$ cat config.mk
export PLATFORM = sky130hd
export DESIGN_NAME = simon_host_driver
export DESIGN_NICKNAME = d
export VERILOG_FILES = /design/src/rtl/simon_host_driver.sv
export SDC_FILE = /design/constraint.sdc
export NUM_CORES = 1
export LEC_CHECK = 0
export ABC_CLOCK_PERIOD_IN_PS = 1910
export CORE_AREA = 2 2 269 271
export CTS_BUF_LIST = sky130_fd_sc_hd__clkbuf_2
export CTS_CLUSTER_DIAMETER = 100
export DETAILED_ROUTE_END_ITERATION = 6
export DIE_AREA = 0 0 271 273
export GPL_ROUTABILITY_DRIVEN = 1
export MAX_ROUTING_LAYER = met4
export PLACE_DENSITY = 0.46
export SLEW_MARGIN = 25
export SYNTH_ARGS = -nofsm -noshare
export SYNTH_HDL_FRONTEND = slang
export SYNTH_SLANG_ARGS = --single-unit
$ cat constraint.sdc
create_clock -name clk -period 1.91 [get_ports clk]
set_clock_uncertainty 0.05 [all_clocks]
set_input_delay 0.191 -clock clk [delete_from_list [all_inputs] [get_ports clk]]
set_output_delay 0.191 -clock clk [all_outputs]
set_load 0.01 [all_outputs]
$ cat src/rtl/simon_host_driver.sv
// simon_host_driver: host valid/ready front end sequencing key and block loads through a SIMON 96/144 core; SIMON_DRV_TIMEOUT_EN adds a watchdog
module simon_host_driver #(
    parameter int N      = 48,
    parameter int M      = 3,
    parameter int TO_CYC = 1024
) (
    input  logic             clk,
    input  logic             R,
    input  logic             req_valid,
    output logic             req_ready,
    input  logic [2*N-1:0]   req_block,
    input  logic             req_enc,
    input  logic             req_kload,
    input  logic [M*N-1:0]   req_key,
    output logic             rsp_valid,
    input  logic             rsp_ready,
    output logic [2*N-1:0]   rsp_block,
    output logic             err,
    output logic             newData,
    output logic             newKey,
    output logic             readData,
    output logic             enc_dec,
    output logic [2*N-1:0]   plain,
    output logic [M*N-1:0]   key,
    input  logic             ldData,
    input  logic             ldKey,
    input  logic             doneData,
    input  logic             doneKey,
    input  logic [2*N-1:0]   cipher
);
    typedef enum logic [2:0] {IDLE, KREQ, KWAIT, DREQ, DRUN, READ, RSP, ERR} state_t;
    state_t           state_q, state_d;
    logic             key_ok_q, key_ok_d;
    logic             enc_q, enc_d;
    logic [2*N-1:0]   plain_q, plain_d;
    logic [2*N-1:0]   rsp_q, rsp_d;
    logic [M*N-1:0]   key_q, key_d;
    logic [4:0]       ctl_q, ctl_d;
`ifdef SIMON_DRV_TIMEOUT_EN
    localparam int CW = $clog2(TO_CYC + 1);
    logic [CW-1:0]    cnt_q, cnt_d;
    logic             err_q, err_d;
    logic             waiting;
`endif

    // next state, latched transaction data and registered handshake controls
    always_comb begin
        state_d  = state_q;
        key_ok_d = key_ok_q;
        enc_d    = enc_q;
        plain_d  = plain_q;
        key_d    = key_q;
        rsp_d    = rsp_q;
        case (state_q)
            IDLE: if (req_valid && ctl_q[4]) begin
                plain_d = req_block;
                enc_d   = req_enc;
                key_d   = req_key;
                state_d = (req_kload || !key_ok_q) ? KREQ : DREQ;
            end
            KREQ:  state_d = ldKey ? KWAIT : KREQ;
            KWAIT: if (doneKey) begin
                key_ok_d = 1'b1;
                state_d  = DREQ;
            end
            DREQ:  state_d = ldData ? DRUN : DREQ;
            DRUN:  if (doneData) begin
                rsp_d   = cipher;
                state_d = READ;
            end
            READ:  state_d = doneData ? READ : RSP;
            RSP:   state_d = rsp_ready ? IDLE : RSP;
            ERR:   key_ok_d = 1'b0;
        endcase
`ifdef SIMON_DRV_TIMEOUT_EN
        waiting = state_q inside {KREQ, KWAIT, DREQ, DRUN, READ};
        if (waiting && cnt_q == CW'(TO_CYC - 1)) begin
            state_d  = ERR;
            key_ok_d = 1'b0;
        end
        cnt_d = (state_d != state_q || !waiting) ? '0 : cnt_q + 1'b1;
        err_d = state_d == ERR;
`endif
        ctl_d = {state_d == IDLE, state_d == KREQ, state_d == DREQ, state_d == READ, state_d == RSP};
    end

    // state and datapath registers
    always_ff @(posedge clk) begin
        if (R) begin
            state_q  <= IDLE;
            key_ok_q <= 1'b0;
            enc_q    <= 1'b0;
            plain_q  <= '0;
            key_q    <= '0;
            rsp_q    <= '0;
            ctl_q    <= '0;
        end else begin
            state_q  <= state_d;
            key_ok_q <= key_ok_d;
            enc_q    <= enc_d;
            plain_q  <= plain_d;
            key_q    <= key_d;
            rsp_q    <= rsp_d;
            ctl_q    <= ctl_d;
        end
    end

`ifdef SIMON_DRV_TIMEOUT_EN
    // watchdog counter and sticky error
    always_ff @(posedge clk) begin
        if (R) begin
            cnt_q <= '0;
            err_q <= 1'b0;
        end else begin
            cnt_q <= cnt_d;
            err_q <= err_d;
        end
    end
    assign err = err_q;
`else
    assign err = 1'b0;
`endif

    assign {req_ready, newKey, newData, readData, rsp_valid} = ctl_q;
    assign enc_dec   = enc_q;
    assign plain     = plain_q;
    assign key       = key_q;
    assign rsp_block = rsp_q;
endmodule

==> impl_metrics.toml <==
[die]
pin_count = 689
dieArea_mm2 = 0.0740
die_width_um = 271
die_y_um = 273
core_area_mm2 = 0.0710
initial_utilization = 0.169
rows = 98

[drt]
ant_nets = 0
drt-initial-drc-count = 462
num_vias = 15341
drc = 0
wire_per_inst_um = 15.0
via_per_inst = 4.00
drt_wl_total_mm = 57.4
dr.pass1.iters = 5

[run]
cap_violations = 0

[cells_and_area]
final_nets = 3154
fin_cells = 3837
drive_gt1_frac = 0.330
area_growth_pct = 129

[sta]
rsz0062_at_grt = "yes"
tns_ps = 0
hold_ws_ps = 223
period_share = 0.988
drv_slew = 0
fmax_mhz = 530
finalHoldViolations = 0
finalSetupViolations = 0
worst_slack_ps = 22.2
fin_crit_ps = 1890

[worst_setup_path]
end_kind = "register"
worst-path-max-fanout = 19
worstPathArrival_ps = 2820
cp_data_required_time_ps = 2840
crit_type = "reg -> reg"
setup.worst_path.start_class = "register"

[clock_tree]
clockBufferDepth = 3
clock_latency_ps = 1050
numCtsBuffers = 101
cts_tree = "yes"
cts_max_level = 3
clock-root-buffer = "clkbuf_2"
clk_pin_slew_worst_paths_ps = 90
clock_sinks = 346

[power]
power_density_mw_per_mm2 = 619
pwr-share-seq = 0.459
internal-power_w = 0.0121
p_sw_w = 0.00495
switching_share = 0.291
pwr-share-comb = 0.213
p_total_w = 0.0170
power_frac_clock = 0.328
max-vdd-ir-drop_uv = 385
leakage_nw = 10.9

[synth]
syn_area_per_cell_um2 = 7.94
ys_async_sr_fraction = 0
yosysUniqueCellTypes = 32
seq_area_frac_synth = 0.577
syn_area_mm2 = 0.0120
synthCells = 1512
synth-seq-cells = 346
synth-edff-count = 0
synth_most_common_cell = "nand2_1"
synth_flop_cell = "dfxtp_1"
yosys_warnings = 0
synth_common_cells = "nand2_1, dfxtp_1, a21oi_1"
synth_top_area_cell = "dfxtp_1"
synthTopCellsByArea = "dfxtp_1, nand2_1, a21oi_1, clkbuf_1, buf_2"
synth_top_area_frac = 0.577
synth_nets = 1858

[global_routing]
grt-ovfl-total = 0
grt_pass1_wl_mm = 87.0
grt_pass1_vias = 16431
antenna_found_initial = 2
grt_use_total = 0.152
grt_max_degree = 71

[placement]
dp_slack_ps = -108
dpl.hpwl_mm = 37.8
globalplace.congestion = 0.900
dp_cells = 3093
portBuffers = 687

[min_path]
hold_class = "in -> reg"

[run_status]
status = "finished, final reports clean"
==> logic make-up after synthesis <==
logic type | synth area share
compound gates | 0.149
buf+inv | 0.0496
flops | 0.577
other cells | 0.000312
simple gates | 0.225
==> power groups by stage <==
stage,clock (W),sequential (W),combinational [W]
after floorplan,0,0.00798,0.000785
final,0.00557,0.00781,0.00363
after global routing,0.00634,0.00785,0.00390
after global placement,0,0.00785,0.00266
after CTS,0.00593,0.00781,0.00361
after detailed placement,0,0.00786,0.00267
==> routing by layer <==
metal | global-route usage | up-vias | part of all wire
li1 | - | 7522 | -
met5 | - | - | 0
met1 | 0.146 | 7047 | 0.37
met3 | 0.0529 | 141 | 0.086
met4 | 0.0744 | 0 | 0.039
met2 | 0.272 | 631 | 0.51
==> state kept, by name, summed over array words and instances (netlist names) <==
| signal | count |
|---|---|
| key | 144 |
| plain | 96 |
| rsp_block | 96 |
| ctl_q | 5 |
| state_q | 3 |
| enc_dec | 1 |
| key_ok_q | 1 |
==> area by class of cell <==
type	instances	area (um2)
well taps	950	1190
inverters	2	7.51
diodes	2	5.00
multi-input cells	1049	4510
clock buffers	147	736
repair buffers	1308	13500
fillers	7027	43500
flip-flops and latches	346	7360
clock inverters	33	174
==> layout by cell type, fill, tap and decap left out, drive strengths merged, types with 2 or more instances in the layout <==
master / n
clkinv: 30
buf: 444
a21oi: 338
inv: 2
dlygate4sd3: 519
a2bb2oi: 2
clkbuf: 148
nor4b: 2
dfxtp: 346
nor2: 3
nand2: 680
a211oi: 2
o221ai: 2
nand3b: 2
diode: 2
nor2b: 2
clkinvlp: 2
clkdlybuf4s50: 344
nor3: 2
nand2b: 2
or2: 2
==> metrics by stage <==
stage	util	instance area, um2
3_3_place_gp	0.285	20300
5_1_grt	0.387	27500
4_1_cts	0.384	27300
2_1_floorplan	-	12000
6_report	0.387	27500
3_5_place_dp	0.285	20300
==> critical path: stages, from the launching register on <==
cell and delay, ps:
dfxtp_1 330, buf_6 140, nor4b_4 300, clkbuf_16 280
nand2_1 80, dlygate4sd3_1 560, a21oi_2 130
==> repair_timing <==
item | CTS | global route
setup buffers | 15 | 26
cloned | 0 | 1
endpoints found under the setup margin | 342 | 214
hold buffers | 520 | 0
pin swaps | 0 | 1
resized for setup | 2117 | 6
hold endpoints to repair | 346 | 0
==> final timing paths <==
kind / end / start / slack [ps] / depth (start not counted)
max: rsp_block[95]$_SDFFE_PP0P_ / state_q[1]$_SDFF_PP0_ / 20 / 6
min: rsp_block[94]$_SDFFE_PP0P_ / cipher[94] / 220 / 4
min reg2reg: rsp_block[51]$_SDFFE_PP0P_ / rsp_block[51]$_SDFFE_PP0P_ / 400 / 2
max reg2reg: rsp_block[95]$_SDFFE_PP0P_ / state_q[1]$_SDFF_PP0_ / 20 / 6
Power figures use the tool's default switching activity.
